--- config.mk ---
export PLATFORM = sky130hd
export DESIGN_NAME = instr_stream_encoder_flat
export DESIGN_NICKNAME = d
export VERILOG_FILES = /design/src/rtl/instr_stream_encoder_if.sv /design/src/rtl/instr_stream_encoder.sv /design/src/flat_wrapper.sv
export SDC_FILE = /design/constraint.sdc
export NUM_CORES = 1
export LEC_CHECK = 0
export ABC_AREA = 1
export CAP_MARGIN = 20
export CORE_AREA = 4 4 101 103
export CTS_CLUSTER_DIAMETER = 150
export CTS_CLUSTER_SIZE = 20
export DETAILED_ROUTE_END_ITERATION = 12
export DIE_AREA = 0 0 105 107
export PLACE_DENSITY = 0.75
export SYNTH_ARGS = -nofsm -noshare
export SYNTH_HDL_FRONTEND = slang
export SYNTH_SLANG_ARGS = --single-unit
--- constraint.sdc ---
create_clock -name clk -period 2 [get_ports clk]
set_input_delay 0.2 -clock clk [delete_from_list [all_inputs] [get_ports clk]]
set_output_delay 0.2 -clock clk [all_outputs]
set_load 0.05 [all_outputs]
--- src/rtl/instr_stream_encoder_if.sv ---
// Request bus and instruction-memory write port of instr_stream_encoder.
interface instr_stream_encoder_if #(
  parameter int unsigned ADDR_W = 8
);
  logic              in_valid;
  logic              in_ready;
  logic [2:0]        in_kind;
  logic [2:0]        in_func;
  logic [4:0]        in_rs;
  logic [4:0]        in_rt;
  logic [4:0]        in_rd;
  logic [15:0]       in_imm;
  logic [25:0]       in_target;
  logic              imem_we;
  logic [ADDR_W-1:0] imem_addr;
  logic [31:0]       imem_wdata;
  logic              imem_ready;

  // master is the encoder; slave is the request source together with the memory
  modport master (
    input  in_valid, in_kind, in_func, in_rs, in_rt, in_rd, in_imm, in_target, imem_ready,
    output in_ready, imem_we, imem_addr, imem_wdata
  );
  modport slave (
    output in_valid, in_kind, in_func, in_rs, in_rt, in_rd, in_imm, in_target, imem_ready,
    input  in_ready, imem_we, imem_addr, imem_wdata
  );
endinterface

--- src/rtl/instr_stream_encoder.sv ---
// Packs symbolic instruction requests into 32-bit words and streams them
// into instruction memory; a start/done FSM brackets each program.
module instr_stream_encoder #(
  parameter int unsigned ADDR_W = 8,
  parameter int unsigned DEPTH  = 256
) (
  input  logic                 clk,
  input  logic                 rst,
  input  logic                 start,
  input  logic [ADDR_W-1:0]    base_addr,
  instr_stream_encoder_if.master bus,
  output logic                 busy,
  output logic                 done,
  output logic                 err_overflow,
  output logic                 err_illegal,
  output logic [ADDR_W:0]      count
);
  localparam int unsigned CNT_W = ADDR_W + 1;

  typedef enum logic [1:0] {S_IDLE, S_RUN, S_DRAIN, S_DONE} state_t;

  state_t              state, state_d;
  logic                we_q, we_d;
  logic [ADDR_W-1:0]   waddr_q, waddr_d;
  logic [31:0]         wdata_q, wdata_d;
  logic [ADDR_W-1:0]   addr_q, addr_d;
  logic [CNT_W-1:0]    issued_q, issued_d;
  logic [CNT_W-1:0]    count_d;
  logic                last_hlt_q, last_hlt_d;
  logic                busy_d, done_d, ovf_d, ill_d;
  logic                accept, wr_done, legal, is_hlt;

  function automatic logic [31:0] encode(
    input logic [2:0]  kind,
    input logic [2:0]  func,
    input logic [4:0]  rs,
    input logic [4:0]  rt,
    input logic [4:0]  rd,
    input logic [15:0] imm,
    input logic [25:0] target
  );
    logic [5:0] funct;
    if (func[2])
      funct = 6'b100001;
    else begin
      case (func[1:0])
        2'b00:   funct = 6'b100000;
        2'b01:   funct = 6'b100010;
        2'b10:   funct = 6'b100100;
        default: funct = 6'b100101;
      endcase
    end
    case (kind)
      3'd0:    encode = {6'b000000, rs, rt, rd, 5'b00000, funct};
      3'd1:    encode = {6'b100011, rs, rt, imm};
      3'd2:    encode = {6'b101011, rs, rt, imm};
      3'd3:    encode = {6'b000100, rs, rt, imm};
      3'd4:    encode = {6'b000010, target};
      default: encode = {6'b111111, 26'd0};
    endcase
  endfunction

  assign legal         = (bus.in_kind <= 3'd5);
  assign is_hlt        = (bus.in_kind == 3'd5);
  assign bus.in_ready  = (state == S_RUN) && (!we_q || bus.imem_ready);
  assign accept        = bus.in_valid && bus.in_ready;
  assign wr_done       = we_q && bus.imem_ready;
  assign bus.imem_we   = we_q;
  assign bus.imem_addr = waddr_q;
  assign bus.imem_wdata = wdata_q;

  // Next-state and next-register values
  always_comb begin
    state_d    = state;
    we_d       = we_q;
    waddr_d    = waddr_q;
    wdata_d    = wdata_q;
    addr_d     = addr_q;
    issued_d   = issued_q;
    count_d    = count + CNT_W'(wr_done);
    last_hlt_d = last_hlt_q;
    done_d     = done;
    ovf_d      = err_overflow;
    ill_d      = err_illegal;

    if (wr_done) we_d = 1'b0;

    case (state)
      S_IDLE, S_DONE: begin
        if (start) begin
          state_d  = S_RUN;
          addr_d   = base_addr;
          count_d  = '0;
          issued_d = '0;
          done_d   = 1'b0;
          ovf_d    = 1'b0;
          ill_d    = 1'b0;
        end
      end
      S_RUN: begin
        if (accept) begin
          if (!legal) begin
            ill_d = 1'b1;
          end else begin
            we_d     = 1'b1;
            waddr_d  = addr_q;
            wdata_d  = encode(bus.in_kind, bus.in_func, bus.in_rs, bus.in_rt,
                              bus.in_rd, bus.in_imm, bus.in_target);
            addr_d   = addr_q + ADDR_W'(1);
            issued_d = issued_q + CNT_W'(1);
            if (is_hlt) begin
              state_d    = S_DRAIN;
              last_hlt_d = 1'b1;
            end else if (issued_q == CNT_W'(DEPTH - 1)) begin
              // Last slot taken by a non-HLT word: keep it, flag overflow
              state_d    = S_DRAIN;
              last_hlt_d = 1'b0;
              ovf_d      = 1'b1;
            end
          end
        end
      end
      S_DRAIN: begin
        if (wr_done) begin
          state_d = S_DONE;
          done_d  = last_hlt_q;
        end
      end
      default: state_d = S_IDLE;
    endcase

    busy_d = (state_d == S_RUN) || (state_d == S_DRAIN);
  end

  always_ff @(posedge clk or posedge rst) begin
    if (rst) begin
      state        <= S_IDLE;
      we_q         <= 1'b0;
      waddr_q      <= '0;
      wdata_q      <= '0;
      addr_q       <= '0;
      issued_q     <= '0;
      count        <= '0;
      last_hlt_q   <= 1'b0;
      busy         <= 1'b0;
      done         <= 1'b0;
      err_overflow <= 1'b0;
      err_illegal  <= 1'b0;
    end else begin
      state        <= state_d;
      we_q         <= we_d;
      waddr_q      <= waddr_d;
      wdata_q      <= wdata_d;
      addr_q       <= addr_d;
      issued_q     <= issued_d;
      count        <= count_d;
      last_hlt_q   <= last_hlt_d;
      busy         <= busy_d;
      done         <= done_d;
      err_overflow <= ovf_d;
      err_illegal  <= ill_d;
    end
  end
endmodule

--- src/flat_wrapper.sv ---
// flat-port wrapper written by rule: the top's interface ports become plain ports
module instr_stream_encoder_flat 
#(
  parameter int unsigned ADDR_W = 8,
  parameter int unsigned DEPTH  = 256
)
  (clk, rst, start, base_addr, busy, done, err_overflow, err_illegal, count, bus_in_valid, bus_in_kind, bus_in_func, bus_in_rs, bus_in_rt, bus_in_rd, bus_in_imm, bus_in_target, bus_imem_ready, bus_in_ready, bus_imem_we, bus_imem_addr, bus_imem_wdata);
  instr_stream_encoder_if #(.ADDR_W(ADDR_W)) bus_i ();
  input  logic clk;
  input  logic rst;
  input  logic start;
  input  logic [ADDR_W-1:0] base_addr;
  output logic busy;
  output logic done;
  output logic err_overflow;
  output logic err_illegal;
  output logic [ADDR_W:0] count;
  input wire logic [$bits(bus_i.in_valid)-1:0] bus_in_valid;
  input wire logic [$bits(bus_i.in_kind)-1:0] bus_in_kind;
  input wire logic [$bits(bus_i.in_func)-1:0] bus_in_func;
  input wire logic [$bits(bus_i.in_rs)-1:0] bus_in_rs;
  input wire logic [$bits(bus_i.in_rt)-1:0] bus_in_rt;
  input wire logic [$bits(bus_i.in_rd)-1:0] bus_in_rd;
  input wire logic [$bits(bus_i.in_imm)-1:0] bus_in_imm;
  input wire logic [$bits(bus_i.in_target)-1:0] bus_in_target;
  input wire logic [$bits(bus_i.imem_ready)-1:0] bus_imem_ready;
  output wire logic [$bits(bus_i.in_ready)-1:0] bus_in_ready;
  output wire logic [$bits(bus_i.imem_we)-1:0] bus_imem_we;
  output wire logic [$bits(bus_i.imem_addr)-1:0] bus_imem_addr;
  output wire logic [$bits(bus_i.imem_wdata)-1:0] bus_imem_wdata;
  assign bus_i.in_valid = bus_in_valid;
  assign bus_i.in_kind = bus_in_kind;
  assign bus_i.in_func = bus_in_func;
  assign bus_i.in_rs = bus_in_rs;
  assign bus_i.in_rt = bus_in_rt;
  assign bus_i.in_rd = bus_in_rd;
  assign bus_i.in_imm = bus_in_imm;
  assign bus_i.in_target = bus_in_target;
  assign bus_i.imem_ready = bus_imem_ready;
  assign bus_in_ready = bus_i.in_ready;
  assign bus_imem_we = bus_i.imem_we;
  assign bus_imem_addr = bus_i.imem_addr;
  assign bus_imem_wdata = bus_i.imem_wdata;
  instr_stream_encoder #(.ADDR_W(ADDR_W), .DEPTH(DEPTH)) u_core (.clk(clk), .rst(rst), .start(start), .base_addr(base_addr), .bus(bus_i), .busy(busy), .done(done), .err_overflow(err_overflow), .err_illegal(err_illegal), .count(count));
endmodule
* Word-level counts from Yosys, hierarchy flattened
Index checks and enable logic that the tools add are counted. Widths: inputs -> output; s select.
Cells by class: add/sub/neg operators 3, order comparisons 1, equal/unequal tests 20, mux-type cells 37, reductions and logical operators 19
Operators by type and width (count):
- $pmux 32 s5 | 1
- $mux 9 | 5
- $mux 8 | 3
- $pmux 9 s2 | 1
- $pmux 8 s2 | 1
- $mux 1 | 14
- $mux 2 | 6
- $reduce_and 4->1 | 3
- $add 9x1->9 | 1
- $add 9x1->9 const B | 1
- $eq 9x8->1 const B | 1
- $pmux 3 s3 | 1
- $add 8x1->8 const B | 1
- $eq 2x2->1 const B | 4
- $ne 2x2->1 const B | 4
- $eq 2x1->1 const B | 3
- $eq 3x2->1 const B | 2
- $eq 3x3->1 const B | 2
- $mux 6 | 1
- $ne 2x1->1 const B | 3
- $pmux 1 s2 | 3
- $pmux 2 s3 | 1
- $reduce_and 3->1 | 2
- $reduce_and 6->1 | 1
- 9 further kinds | 15
Storage, ports and cells: flip-flop bits (word level) 74, input port bits 76, output and inout bits 55, logic and storage cells 92

* Logic depth before layout (Yosys ltp)
Gate-level depths: netlist of the first run.
word-level depth 8, gate-level depth with buffers 13

* Worst setup path before layout of the first run
Ideal clock, no wire load.
path kind register to register, start point register u_core.we_q, in the netlist u_core.bus.imem_we, end point register u_core.count[8], library setup time 0.123 ns, data arrival time 1.835 ns, setup slack 0.042 ns, cell stages (with the launch flop) 12, path buffers 0, cell sequence dfrtp_1 > nand2_1 > inv_1 > ha_1 > ha_1 > nand2_1 > inv_1 > nand2_1 > nor2_1 > nand3_1 > nor3b_1 > nor2_1
Between the ends: cells in the longest elaborated chain, start to end 4
Ends and longest elaborated chain:
- start, declared | line instr_stream_encoder.sv:23 | logic we_q, we_d;
- start signal, assigned | line instr_stream_encoder.sv:151 | we_q <= we_d;
- $logic_and 1x1->1 (*) | line instr_stream_encoder.sv:67 | assign wr_done = we_q && bus.imem_ready;
- $add 9x1->9 (*) | line instr_stream_encoder.sv:80 | count_d = count + CNT_W'(wr_done);
- $mux 9 | line instr_stream_encoder.sv:90 | if (start) begin
- $mux 9 (*) | line instr_stream_encoder.sv:88 | case (state)
- net u_core.count_d[8] | line instr_stream_encoder.sv:28 | logic [CNT_W-1:0] count_d;
- end signal, assigned | line instr_stream_encoder.sv:156 | count <= count_d;
- end, declared | line instr_stream_encoder.sv:16 | output logic [ADDR_W:0] count
Mark *: on every way through the listed nets, which the timed path passes. The rest lies on a longest branch. A chain may end at the register's enable or synchronous reset.

* Final worst setup path of the first run
start point register u_core.count[4], end point output count[4]
RTL lines:
- end, declared | line flat_wrapper.sv:17 | output logic [ADDR_W:0] count;
No word-level cell between the ends.

==> metrics.txt, run 1 <==
DP Area 5233 µm²; clk_skew 8.228 ps; WL/cell 14.09 µm; Clock power frac 0.125; Mapped Nets 560; detailed-route DRC error count 0; Max Cap Viol 0; YS warnings 0; EDFF count, synth 0; CP cell instances clkdlybuf4s50_1; fin nets 698; register area share after synthesis 0.4901; WP data arrival 1630 ps; Finish-stage setup viols 0; H-Tree Level Count 3; worst reg-to-reg setup slack 190 ps; combinational share of power 0.565; share of post-route cells with drive strength above 1 0.06624; clock sink total 73; sequential share of power 0.310; Max stage delay on crit path 840 ps; vias per inst 4.877; clock buffer depth 2; routability congestion estimate from global placement 0.8520; FMAX 0.5476 GHz; WHS 197.4 ps; Area contributors post-synth dfrtp_1, nand2_1, nand3_1, inv_1, a22o_1; worst slew pin tran 629.6 ps; non-filler cells, final 730; All-Layer GR Usage 0.1834; Final HPWL DP 7779 µm; number of inserted diodes 0; Post-Place Worst Slack 21.02 ps; Skew-Pair Late Insertion Delay 340 ps; Buffers on Ports 130; Initial DRT Pass Iterations 4; asr flop ratio synth 1.000; Slew headroom 0.5787; FF+latch count, synth 73; cells after synthesis 477; antenna violations before repair 0; CTS buffer count 9; DIE WIDTH 105 µm; delay-heaviest family, CP buffers and inverters; RSZ-0062 raised after global routing false; Lkg Pwr 2.632 nW; Pwr per Cell Area 1460 nW/µm²; clk root buf clkbuf_8; I/O pin count 131; switch share 0.4862; unique cell type count in the Yosys netlist 34; setup ws final 173.9 ps; Req. time, crit path 1800 ps; cell taking the most area after synthesis dfrtp_1; Synth Area per Inst 7.814 µm²; FP Rows 35; dpl cells 714; status finished, final reports clean; Pint 4.052 mW; Post-DRT Antenna Nets 0; Worst setup EP type output port; Initial Utilization 0.4053; Synth Flop Type dfrtp_1; vias in the first global route 3535; Setup Crit Path Kind flop to output port; setup TNS 0 ps; core box area 9196 µm²; via count 3560; Setup crit start kind flop; final wirelength 10290 µm; final hold violations 0; Chip Height 107 µm; first-pass GRT wire length 16750 µm; Reg clk slew, reported paths 80 ps; worst hold path class input port to async pin; crit-path max FO 5; synthesis-to-finish area growth 44.91%; period utilisation layout 0.9131; grt ovf 0; WP buf/inv 1; Peak VDD IR 863.1 µV; Core Util, Final 0.5873; Slew Limit Fails 0; die area 11240 µm²; post-layout power 7.887 mW; Synth Cell Area 3727 µm²; critical path's slowest cell clkdlybuf4s50_1; TritonCTS clock tree built; final instance area 5401 µm²; initial drt markers 131; Net Switching 3.835 mW; largest net degree at the start of global routing 45; fin crit period 1826 ps; post-synth top area share 0.4901; # hold bufs at CTS 0
## worst paths after layout
path,startpoint,to,cells past startpoint
max,u_core.count[4],count[4],1
min,rst,u_core.bus.imem_wdata[19],2
max reg2reg,u_core.state[0],u_core.addr_q[7],9
min reg2reg,u_core.bus.imem_wdata[19],u_core.bus.imem_wdata[19],2
max in group asynchronous,rst,u_core.bus.imem_wdata[26],3
min in group clk,base_addr[7],u_core.addr_q[7],3
## layout by cell type (no fill, tap or decap), drive strengths merged
master and n:
o21bai 1, a22oi 1, clkbuf 11, clkinv 5, o21ai 31, xor2 4, a21boi 2, or2 3
clkdlybuf4s50 129, clkinvlp 1, buf 15, inv 43, dfrtp 73, nand3 34, nor2 27, nor3 4
a22o 17, a21oi 7, ha 7, o211ai 1, a31oi 2, nand4 5, o31ai 3, nor3b 1
o22ai 1, nand2 190, a21o 1
## logic make-up (layout without fill, tap and decap cells)
group	Yosys count	count (layout)	synth area share
AO/OA/AOI/OAI	67	67	0.1202
XOR/XNOR	4	4	0.009398
adder cells (fa/ha/maj)	7	7	0.02350
buffers and inverters	62	204	0.06780
flip-flops	73	73	0.4901
AND/OR/NAND/NOR	264	264	0.2890
## what timing repair did
item	CTS	global route
endpoints found under the setup margin	0	7
buffers inserted	0	1
resized for setup	0	0
## final cells by class
cell class	count	area (µm²)
clock buffer	11	141.4
fill	867	3795
sequential	73	1827
inverter	45	172.7
timing repair buffer	144	1454
tap	111	138.9
clock inverter	4	20.02
multi-input combinational	342	1648
## metal layers
metal  part of all wire  wire [µm]  vias to the layer above  global-route usage
met1               0.43       4413                     1641              0.2303
met5                  0          0                        -                   0
met4              0.023        240                        0             0.07310
met3              0.053        545                       21             0.04816
met2               0.49       5090                       91              0.3020
li1                   -          -                     1807                   -
## power by group through the flow
stage,Sequential (mW),Clock [mW],Combinational (mW)
final,2.44,0.988,4.46
after floorplan,3.84,0,1.53
after global placement,2.44,0,4.38
after global routing,2.53,1.09,4.81
after detailed placement,2.46,0,4.47
after CTS,2.44,1.03,4.48
## synth_stat cells (all sizes together), types with 3 or more instances
library cell,count
nand3,34
buf,8
nand2,190
o31ai,3
inv,44
ha,7
nor2,27
nor3,4
o21ai,31
xor2,4
a22o,17
dfrtp,73
nand4,5
a21oi,7
or2,3
clkbuf,9
## state kept, by name (all words and copies together) (netlist names)
name	flops
u_core.bus.imem_wdata	31
u_core.addr_q	8
u_core.done	1
u_core.err_illegal	1
u_core.bus.imem_addr	8
u_core.state	2
u_core.busy	1
u_core.count	9
u_core.err_overflow	1
u_core.issued_q	9
u_core.bus.imem_we	1
u_core.last_hlt_q	1
Note: power is estimated with default switching activity, not from simulation.
==> run 2, diff against run 1 <==
--- a/config.mk
+++ b/config.mk
@@ -16,3 +16,4 @@
 export SYNTH_ARGS = -nofsm -noshare
 export SYNTH_HDL_FRONTEND = slang
 export SYNTH_SLANG_ARGS = --single-unit
+export TNS_END_PERCENT = 10
==> constraint.sdc (replaced) <==
create_clock -name clk -period 1.6 [get_ports clk]
set_input_delay 0.16 -clock clk [delete_from_list [all_inputs] [get_ports clk]]
set_output_delay 0.16 -clock clk [all_outputs]
set_load 0.05 [all_outputs]
==> run 2 against run 1 <==
Compared with the run above: the flow now finishes with violations (setup timing); register-to-register slack worse by 340 ps; clock power rose by 53%; sequential power is 26% higher; clock skew rose by 0.66 ps; worst hold slack better by 38 ps; critical path depth grew 11; non-clock buffer count grew 38; combinational power is 39% higher; critical path type is now flop to flop; critical endpoint is now u_core.busy; largest power group unchanged; highest routed layer unchanged.
==> metrics.txt, run 2 (synthesized netlist as in run 1, its figures left out) <==
period utilisation layout 1.093; number of flip-flops in the largest register 31; CTS buffer count 9; Post-DRT Antenna Nets 0; Reg clk slew, reported paths 80 ps; vias per inst 4.927; Buffers on Ports 130; fin nets 736; worst slew pin tran 554.7 ps; initial drt markers 127; clock sink total 73; clock buffer depth 2; Final HPWL DP 7813 µm; Pwr per Cell Area 1850 nW/µm²; number of inserted diodes 0; DIE WIDTH 105 µm; setup ws final -148.9 ps; Max Cap Viol 0; I/O pin count 131; most frequent cells in the layout nand2_1, buf_4, clkdlybuf4s50_1; TritonCTS clock tree built; Net Switching 5.124 mW; Setup crit start kind flop; Chip Height 107 µm; clk_skew 8.892 ps; Initial DRT Pass Iterations 4; grt ovf 0; crit-path max FO 3; FMAX 0.5718 GHz; die area 11240 µm²; H-Tree Level Count 3; setup TNS -1185 ps; status complete, but fails checks; commonest non-fill, non-tap cell in the layout nand2_1; detailed-route DRC error count 0; routability congestion estimate from global placement 0.8430; RSZ-0062 raised after global routing true; vias in the first global route 3579; Clock power frac 0.140; Worst setup EP type flop; Req. time, crit path 1880 ps; All-Layer GR Usage 0.1842; switch share 0.4749; clk root buf clkbuf_8; Slew headroom 0.6273; sequential share of power 0.285; final hold violations 0; share of post-route cells with drive strength above 1 0.2629; WL/cell 14.05 µm; FP Rows 35; Slew Limit Fails 0; # hold bufs at CTS 0; violated checks setup timing; WP data arrival 2030 ps; first-pass GRT wire length 16930 µm; antenna violations before repair 0; core box area 9196 µm²; synthesis-to-finish area growth 56.43%; Pint 5.665 mW; # fillers 769; worst hold path class input port to async pin; Lkg Pwr 2.952 nW; fin crit period 1749 ps; Peak VDD IR 1027 µV; Initial Utilization 0.4053; Finish-stage setup viols 20; via count 3789; final wirelength 10810 µm; Skew-Pair Late Insertion Delay 340 ps; largest net degree at the start of global routing 47; combinational share of power 0.575; WHS 235.0 ps; Setup Crit Path Kind flop to flop
[run 2: cell types whose count changed in the layout (fill, tap and decap cells not counted), moves of 3 or more]
cell	before	now
clkdlybuf4s50_1	129	75
o21ai_0	26	22
nand2_1	189	174
buf_4	11	95
ha_1	7	1
buf_6	0	6
inv_1	41	34
nand2_2	0	12
o21ai_1	2	6
inv_2	2	6
ha_4	0	4
nand2_4	1	4
[run 2: critical path, cell delays in order (launching register included)]
cell	delay, ps
dfrtp_1	380
ha_2	200
nand4_1	140
nor3_2	230
ha_2	210
inv_2	40
nand2_2	60
nand3_4	90
nand2_4	90
nand2_2	60
nand2_2	90
nand2_2	60
nand2_2	50
[run 2: what timing repair did]
item	in CTS	in global routing
resized for setup	17	48
buffers inserted	1	7
endpoints found under the hold margin	0	0
cloned	1	0
pin swaps	2	20
setup endpoints to repair	41	37
[run 2: worst paths after layout]
path	from	to	slack (ps)	cells past startpoint
worst max-delay path	u_core.issued_q[0]	u_core.busy	-150	12
worst min-delay path	rst	u_core.bus.imem_we	230	3
worst max register to register	u_core.issued_q[0]	u_core.busy	-150	12
worst min register to register	u_core.bus.imem_wdata[13]	u_core.bus.imem_wdata[13]	480	2
max in group asynchronous	rst	u_core.state[1]	1090	3
min in group clk	base_addr[5]	u_core.addr_q[5]	420	3
[run 2: cell type report]
cell class | count | area, µm² | share of cell area
clock inverters | 2 | 35.03 | 0.006009
inverters | 45 | 183.9 | 0.03155
clock buffers | 14 | 172.7 | 0.02961
well taps | 111 | 138.9 | 0.02382
multi-input cells | 342 | 1821 | 0.3122
flip-flops and latches | 73 | 1828 | 0.3135
repair buffers | 182 | 1652 | 0.2833
[run 2: power groups by stage]
| stage | combinational (mW) | clock, mW | sequential [mW] |
|---|---|---|---|
| detailed placement | 5.72 | 0 | 3.06 |
| global route | 6.66 | 1.63 | 3.17 |
| global placement | 5.61 | 0 | 3.04 |
| finish | 6.20 | 1.51 | 3.07 |
| floorplan | 1.91 | 0 | 4.80 |
| CTS | 5.92 | 1.54 | 3.05 |
[run 2: routing by layer]
layer  global-route usage  wire length [µm]  part of all wire  vias to the layer above
met5                    0                 0                 0                        -
met4              0.07779               301             0.028                        0
met1               0.2478              4619              0.43                     1787
met2               0.2942              5386              0.50                       92
met3              0.03131               499             0.046                       24
li1                     -                 -                 -                     1886
[run 2: stage by stage]
| stage | instances | total power, mW | worst slack [ps] | instance area [µm²] | util |
|---|---|---|---|---|---|
| 6_report | 769 | 10.79 | -148.9 | 5831 | 0.6340 |
| 5_1_grt | 769 | 11.47 | -258.0 | 5831 | 0.6340 |
| 4_1_cts | 762 | 10.51 | -96.23 | 5630 | 0.6122 |
| 3_5_place_dp | 744 | 8.775 | -411.8 | 5348 | 0.5815 |
| 3_3_place_gp | 744 | 8.654 | -319.3 | 5348 | 0.5815 |
| 2_1_floorplan | 477 | 6.715 | -358.3 | 3731 | - |
